===== src/rtl/heart_ctrl.sv =====
// ---------------------------------------------------------------------------
// heart_ctrl
// Player-heart controller for the fight screen. UART key bytes become
// per-axis movement intents that stay active for HOLD_FRAMES animation
// strobes, the heart moves once per strobe clamped to a run-time fighting
// box, and accepted keys are echoed back over UART through a one-deep
// busy-aware buffer.
//
// Ports:
//   i_clk, i_rst           clock, synchronous active-high reset
//   i_ani_stb, i_animate   frame strobe and movement enable
//   i_rx_receive/i_rx_data received UART byte (one-cycle valid pulse)
//   i_box_x0..i_box_y1     inclusive fighting-box edges
//   i_tx_busy              UART TX not ready
//   o_cx, o_cy, o_r        heart centre and constant radius
//   o_slow, o_wall         slow mode, last move was clamped
//   o_tx_transmit/o_tx_data one-cycle echo pulse and its byte
// ---------------------------------------------------------------------------
module heart_ctrl #(
    parameter int         COORD_W     = 16,
    parameter int         R           = 5,
    parameter int         VELOCITY    = 5,
    parameter int         HOLD_FRAMES = 4,
    parameter int         START_X     = 250,
    parameter int         START_Y     = 235,
    parameter logic [7:0] KEY_UP      = 8'h77,
    parameter logic [7:0] KEY_LEFT    = 8'h61,
    parameter logic [7:0] KEY_DOWN    = 8'h73,
    parameter logic [7:0] KEY_RIGHT   = 8'h64,
    parameter logic [7:0] KEY_SLOW    = 8'h6B
) (
    input  logic               i_clk,
    input  logic               i_rst,
    input  logic               i_ani_stb,
    input  logic               i_animate,
    input  logic               i_rx_receive,
    input  logic [7:0]         i_rx_data,
    input  logic [COORD_W-1:0] i_box_x0,
    input  logic [COORD_W-1:0] i_box_y0,
    input  logic [COORD_W-1:0] i_box_x1,
    input  logic [COORD_W-1:0] i_box_y1,
    input  logic               i_tx_busy,
    output logic [COORD_W-1:0] o_cx,
    output logic [COORD_W-1:0] o_cy,
    output logic [COORD_W-1:0] o_r,
    output logic               o_slow,
    output logic               o_wall,
    output logic               o_tx_transmit,
    output logic [7:0]         o_tx_data
);

    // Two guard bits let targets go below zero or past the coordinate range
    // without wrapping, so those cases clamp like any other bound.
    localparam int W2 = COORD_W + 2;
    localparam int HW = (HOLD_FRAMES < 2) ? 1 : $clog2(HOLD_FRAMES + 1);

    localparam logic [HW-1:0]        C_HOLD      = HW'(HOLD_FRAMES);
    localparam logic signed [W2-1:0] C_R         = W2'(R);
    localparam logic signed [W2-1:0] C_STEP_FAST = W2'(VELOCITY);
    localparam logic signed [W2-1:0] C_STEP_SLOW =
        W2'(((VELOCITY >> 1) < 1) ? 1 : (VELOCITY >> 1));
    localparam logic signed [W2-1:0] C_MAX       = {2'b00, {COORD_W{1'b1}}};

    localparam logic [1:0] DIR_NONE = 2'b00;
    localparam logic [1:0] DIR_POS  = 2'b01;
    localparam logic [1:0] DIR_NEG  = 2'b11;

    localparam logic [0:0] S_IDLE = 1'b0;
    localparam logic [0:0] S_PEND = 1'b1;

    logic [COORD_W-1:0] r_cx;
    logic [COORD_W-1:0] r_cy;
    logic [1:0]         r_dx;
    logic [1:0]         r_dy;
    logic [HW-1:0]      r_hx;
    logic [HW-1:0]      r_hy;
    logic               r_slow;
    logic               r_wall;
    logic [0:0]         r_state;
    logic [7:0]         r_store;
    logic               r_tx_transmit;
    logic [7:0]         r_tx_data;

    logic w_key_up;
    logic w_key_left;
    logic w_key_down;
    logic w_key_right;
    logic w_key_slow;
    logic w_accept;
    logic w_strobe;
    logic w_tx_free;

    logic signed [W2-1:0] w_step;
    logic signed [W2-1:0] w_x_tgt;
    logic signed [W2-1:0] w_y_tgt;
    logic signed [W2-1:0] w_x_lo;
    logic signed [W2-1:0] w_x_hi;
    logic signed [W2-1:0] w_y_lo;
    logic signed [W2-1:0] w_y_hi;
    logic signed [W2-1:0] w_x_new;
    logic signed [W2-1:0] w_y_new;

    // Position plus the signed step, but only while the hold counter runs.
    function automatic logic signed [W2-1:0] move_target(
        input logic [COORD_W-1:0]   pos,
        input logic [1:0]           dir,
        input logic [HW-1:0]        hcnt,
        input logic signed [W2-1:0] step
    );
        logic signed [W2-1:0] p;
        p = $signed({2'b00, pos});
        if (hcnt != '0 && dir == DIR_POS) begin
            return p + step;
        end else if (hcnt != '0 && dir == DIR_NEG) begin
            return p - step;
        end
        return p;
    endfunction

    // Box clamp first (an inverted box pins to lo), then the coordinate range.
    function automatic logic signed [W2-1:0] clamp_axis(
        input logic signed [W2-1:0] tgt,
        input logic signed [W2-1:0] lo,
        input logic signed [W2-1:0] hi
    );
        logic signed [W2-1:0] v;
        if (hi < lo) begin
            v = lo;
        end else if (tgt < lo) begin
            v = lo;
        end else if (tgt > hi) begin
            v = hi;
        end else begin
            v = tgt;
        end
        if (v < 0) begin
            v = '0;
        end else if (v > C_MAX) begin
            v = C_MAX;
        end
        return v;
    endfunction

    assign w_key_up    = i_rx_receive && (i_rx_data == KEY_UP);
    assign w_key_left  = i_rx_receive && (i_rx_data == KEY_LEFT);
    assign w_key_down  = i_rx_receive && (i_rx_data == KEY_DOWN);
    assign w_key_right = i_rx_receive && (i_rx_data == KEY_RIGHT);
    assign w_key_slow  = i_rx_receive && (i_rx_data == KEY_SLOW);
    assign w_accept    = w_key_up | w_key_left | w_key_down | w_key_right | w_key_slow;
    assign w_strobe    = i_ani_stb && i_animate;

    // The strobe always sees the registered (pre-byte) slow and axis state.
    assign w_step  = r_slow ? C_STEP_SLOW : C_STEP_FAST;
    assign w_x_tgt = move_target(r_cx, r_dx, r_hx, w_step);
    assign w_y_tgt = move_target(r_cy, r_dy, r_hy, w_step);
    assign w_x_lo  = $signed({2'b00, i_box_x0}) + C_R;
    assign w_x_hi  = $signed({2'b00, i_box_x1}) - C_R;
    assign w_y_lo  = $signed({2'b00, i_box_y0}) + C_R;
    assign w_y_hi  = $signed({2'b00, i_box_y1}) - C_R;
    assign w_x_new = clamp_axis(w_x_tgt, w_x_lo, w_x_hi);
    assign w_y_new = clamp_axis(w_y_tgt, w_y_lo, w_y_hi);

    // A pulse in the previous cycle counts as busy so pulses never touch.
    assign w_tx_free = !i_tx_busy && !r_tx_transmit;

    // Movement: position and wall flag change only on qualifying strobes;
    // a key load on an axis takes priority over that axis's decrement.
    always_ff @(posedge i_clk) begin
        if (i_rst) begin
            r_cx   <= COORD_W'(START_X);
            r_cy   <= COORD_W'(START_Y);
            r_dx   <= DIR_NONE;
            r_dy   <= DIR_NONE;
            r_hx   <= '0;
            r_hy   <= '0;
            r_slow <= 1'b0;
            r_wall <= 1'b0;
        end else begin
            if (w_strobe) begin
                r_cx   <= w_x_new[COORD_W-1:0];
                r_cy   <= w_y_new[COORD_W-1:0];
                r_wall <= (w_x_tgt != w_x_new) || (w_y_tgt != w_y_new);
            end

            if (w_key_right) begin
                r_dx <= DIR_POS;
                r_hx <= C_HOLD;
            end else if (w_key_left) begin
                r_dx <= DIR_NEG;
                r_hx <= C_HOLD;
            end else if (w_strobe && r_hx != '0) begin
                r_hx <= r_hx - HW'(1);
            end

            if (w_key_down) begin
                r_dy <= DIR_POS;
                r_hy <= C_HOLD;
            end else if (w_key_up) begin
                r_dy <= DIR_NEG;
                r_hy <= C_HOLD;
            end else if (w_strobe && r_hy != '0) begin
                r_hy <= r_hy - HW'(1);
            end

            if (w_key_slow) begin
                r_slow <= ~r_slow;
            end
        end
    end

    // Echo buffer: a newer accepted byte always replaces the stored one, and
    // in PEND a byte arriving on the send cycle is the one that goes out.
    always_ff @(posedge i_clk) begin
        if (i_rst) begin
            r_state       <= S_IDLE;
            r_store       <= '0;
            r_tx_transmit <= 1'b0;
            r_tx_data     <= '0;
        end else begin
            r_tx_transmit <= 1'b0;
            case (r_state)
                S_IDLE: begin
                    if (w_accept) begin
                        if (w_tx_free) begin
                            r_tx_transmit <= 1'b1;
                            r_tx_data     <= i_rx_data;
                        end else begin
                            r_store <= i_rx_data;
                            r_state <= S_PEND;
                        end
                    end
                end
                S_PEND: begin
                    if (w_tx_free) begin
                        r_tx_transmit <= 1'b1;
                        r_tx_data     <= w_accept ? i_rx_data : r_store;
                        r_state       <= S_IDLE;
                    end else if (w_accept) begin
                        r_store <= i_rx_data;
                    end
                end
                default: begin
                    r_state <= S_IDLE;
                end
            endcase
        end
    end

    assign o_cx          = r_cx;
    assign o_cy          = r_cy;
    assign o_r           = COORD_W'(R);
    assign o_slow        = r_slow;
    assign o_wall        = r_wall;
    assign o_tx_transmit = r_tx_transmit;
    assign o_tx_data     = r_tx_data;

endmodule


===== config.mk =====
export PLATFORM = sky130hd
export DESIGN_NAME = heart_ctrl
export DESIGN_NICKNAME = d
export VERILOG_FILES = /design/src/rtl/heart_ctrl.sv
export SDC_FILE = /design/constraint.sdc
export NUM_CORES = 1
export LEC_CHECK = 0
export BUFFER_PORTS_ARGS = -buffer_cell sky130_fd_sc_hd__buf_2
export CAP_MARGIN = 20
export CORE_ASPECT_RATIO = 1.1
export CORE_UTILIZATION = 53
export CTS_BUF_LIST = sky130_fd_sc_hd__clkbuf_4 sky130_fd_sc_hd__clkbuf_8
export DETAILED_ROUTE_END_ITERATION = 10
export PLACE_DENSITY = 0.75
export SETUP_SLACK_MARGIN = 0.5
export SYNTH_ARGS = -nofsm -noshare
export SYNTH_HDL_FRONTEND = slang
export SYNTH_SLANG_ARGS = --single-unit

===== constraint.sdc =====
create_clock -name i_clk -period 7.5 [get_ports i_clk]
set_clock_uncertainty 0.05 [all_clocks]
set_input_delay 0.75 -clock i_clk [delete_from_list [all_inputs] [get_ports i_clk]]
set_output_delay 0.75 -clock i_clk [all_outputs]
set_load 0.005 [all_outputs]

==> flow_summary.yaml <==
sta:
  max_freq_mhz: 148
  period_minus_slack_ps: 6740
  setup_viol_count_final: 0
  rsz0062_at_grt: "false"
  slew-limit-headroom_pct: 26.4
  tightest_slew_ps: 1100
  fin_tns_setup_ps: 0
  finalHoldViolCount: 0
  holdWs_ps: 409
  post-route-period-util_pct: 89.8
  maxSlewViolCount: 0
power:
  powerDensity_mw_per_mm2: 121
  pwr-share-clk_pct: 28.6
  netSwitchingPower_mw: 0.493
  leakagePower_nw: 4.46
  intPower_mw: 0.724
  switching_share_pct: 40.5
  pwr-share-seq_pct: 30.4
  ir_worst_vdd_v: 0.000124
  combPwrFrac_pct: 41.0
die:
  io_pins: 137
  core_mm2: 0.0166
  chipHeight_um: 139
  rows: 49
  dieArea_mm2: 0.0176
  start_util_pct: 54.7
  die_x_um: 127
setup_path:
  r2r-start: "r_hx[0]$_SDFFE_PP0P_"
  crit_path_start: "r_hx[0]$_SDFFE_PP0P_"
  crit_path_max_incr_delay_ps: 560
  worst-setup-path-type: "reg2reg"
  cp_num_buf_inv: 1
  rrSetupSlack_ps: 760
  critical_path.top_delay_family: "simple AND/OR/NAND/NOR gates"
  endpoint_kind: "flop"
  critPathLaunchType: "flop"
  slowest_stage: "a2111oi_1"
  reg2reg_depth: 20
  arrival_ps: 6940
  cp_cell_sequence: "inv_1 -> ha_1 -> ha_1 -> nand2b_1 -> or3_1 -> or4_1 -> o32ai_1 -> xor2_2 -> ha_1 -> a21oi_1 -> o21ai_0 -> a2111oi_1 -> a211oi_2 -> or2_1 -> a41o_1 -> a21oi_2 -> a31oi_1 -> or4_1 -> or4_1 -> o31a_1"
  r2r_end: "o_wall$_SDFFE_PP0P_"
  crit_fanout: 15
  cp.required_ps: 7700
  endpoint: "o_wall$_SDFFE_PP0P_"
  crit_cells: 20
hold_path:
  min_path_type: "reg2reg"
clock_network:
  clk_path_buf_depth: 2
  ctsHtreeMaxLevel: 3
  cts_inserted_buffers: 9
  insertion_delay_ps: 360
  cts_root_buf: "clkbuf_8"
  cts_tree: "built"
  clock_sinks: 62
  clk_pin_slew_ps: 80
  holdBufCountCts: 0
drt:
  postRouteAntennaNets: 0
  vias: 9962
  avgViaCountPerCell: 6.36
  drcViolationCount: 0
  wl_per_cell_um: 19.7
  drt_first_pass_iters: 8
  wl_um: 30900
  drtIter0Drc: 907
placed_design:
  dp.final_hpwl_um: 24300
  place_inst: 1547
  io_buffers: 120
  gp_congestion: 0.991
yosys:
  synth_area_leaders: "ha_1 17%, dfxtp_1 14%, nor2_1 5.0%, a21oi_1 4.9%, nand2_1 4.9%"
  synth_top_flop_cell: "dfxtp_1"
  yosysSeqAreaShare_pct: 13.7
  async_flop_share_pct: 0
  ys_ff_latch: 62
  netlist_area_mm2: 0.00905
  ys_warn_count: 0
  synth_top_area_share_pct: 16.6
  syn-instance-count: 1258
  yosys.cell_types.count: 83
  avgSynthCellArea_um2: 7.19
  synth_top_area_cell: "ha_1"
  synth-edff-count: 0
cells_and_area:
  n_antenna_cell: 0
  area_growth_pct: 11.0
  multiInputGateArea_mm2: 0.00727
  seq_area_mm2: 0.00124
  fill_cells: 1639
  fin_cells: 1567
  drive_gt1_share_pct: 13.6
  mostFrequentLayoutCells: "120 x nor2_1, 120 x ha_1, 120 x buf_2"
  nets: 1560
global_routing:
  grt_pass1_wl_um: 48300
  antenna_found_initial: 0
  grt_overflow: 0
  grt_pass1_vias: 9180
  grt_util_all_layers_pct: 34.6
  grt_max_degree: 46
job:
  maxCapViolations: 0
outcome:
  status: "completed"
-- per-layer routing --
metal | track usage [%] | routed length, um | vias to the layer above
met5 | 0 | 0 | -
met4 | 15.3 | 1210 | 0
met3 | 4.59 | 1890 | 99
met2 | 60.3 | 15100 | 434
met1 | 42.4 | 12600 | 4628
li1 | - | - | 4801
-- worst min path at each step --
stage / to / from / cells after the start
2_1_floorplan: r_store[5]$_SDFFE_PP0P_ / r_store[5]$_SDFFE_PP0P_ / 2
3_3_place_gp: r_store[6]$_SDFFE_PP0P_ / r_store[6]$_SDFFE_PP0P_ / 2
3_5_place_dp: r_store[6]$_SDFFE_PP0P_ / r_store[6]$_SDFFE_PP0P_ / 2
4_1_cts: r_store[6]$_SDFFE_PP0P_ / r_store[6]$_SDFFE_PP0P_ / 2
5_1_grt: r_store[6]$_SDFFE_PP0P_ / r_store[6]$_SDFFE_PP0P_ / 2
6_report: r_store[6]$_SDFFE_PP0P_ / r_store[6]$_SDFFE_PP0P_ / 2
-- layout make-up --
cell class	count	area share [%]
Clock buffer	9	1.23
Clock inverter	7	1.05
Inverter	84	3.18
Multi-Input combinational cell	1063	72.3
Sequential cell	62	12.4
Tap cell	204	2.54
Timing Repair Buffer	138	7.32
-- metrics by stage --
| stage | instance area [um^2] | setup WS, ps | total power [mW] | util (%) |
|---|---|---|---|---|
| after floorplan | 9100 | 1940 | 0.701 | - |
| after global placement | 9760 | 859 | 0.855 | 58.9 |
| after detailed placement | 9760 | 793 | 0.859 | 58.9 |
| after CTS | 9990 | 768 | 1.21 | 60.3 |
| after global routing | 10000 | 497 | 1.29 | 60.7 |
| final | 10000 | 763 | 1.22 | 60.7 |
-- cell families (layout without fill, tap and decap cells) --
group	Yosys count	after routing	share of synthesized area (%)
DFF	62	62	13.7
xor gates and xnor gates	88	88	8.52
muxes	25	25	2.78
other	2	16	0.0830
adders and majority gates	124	124	17.5
AOI/OAI and AO/OA	339	339	24.5
buffers and inverters	147	238	6.88
and+or+nand+nor	471	471	26.0
-- cells in the mapped netlist, types with 8 or more instances --
cell type / instances
a211oi_1: 25
a21oi_1: 89
a22oi_1: 9
a31oi_1: 18
and2_1: 8
and3_1: 18
buf_4: 16
clkbuf_1: 42
dfxtp_1: 62
ha_1: 120
inv_1: 84
mux2i_1: 24
nand2_1: 118
nand2b_1: 14
nand3_1: 38
nand4_1: 33
nor2_1: 121
nor2b_1: 8
nor3_1: 40
nor3b_1: 8
nor4_1: 17
o211ai_1: 12
o21ai_0: 71
o22ai_1: 17
or3_1: 12
or4_1: 8
xnor2_1: 41
xor2_1: 47
-- power groups by stage --
stage	Clock, mW	Sequential [mW]	Combinational (mW)
floorplan	0	0.364	0.337
global placement	0	0.376	0.479
detailed placement	0	0.376	0.483
CTS	0.351	0.368	0.486
global route	0.368	0.371	0.551
finish	0.348	0.370	0.500
-- worst min-delay path, stage by stage (launching register included) --
cell and delay, ps:
dfxtp_1 310, inv_1 60, a21oi_1 50
-- what timing repair did --
action	in CTS	in global routing
setup endpoints to repair	0	1
buffers inserted	0	3
gates resized for setup	0	9
-- flip-flops by register name (all words and copies together), names as in the netlist --
| signal | flops |
|---|---|
| r_store | 8 |
| r_hx | 3 |
| o_cx | 16 |
| o_tx_data | 8 |
| o_tx_transmit | 1 |
| r_dx | 2 |
| r_state | 1 |
| o_slow | 1 |
| r_hy | 3 |
| r_dy | 2 |
| o_wall | 1 |
| o_cy | 16 |
Note: power is estimated with default switching activity, not from simulation.
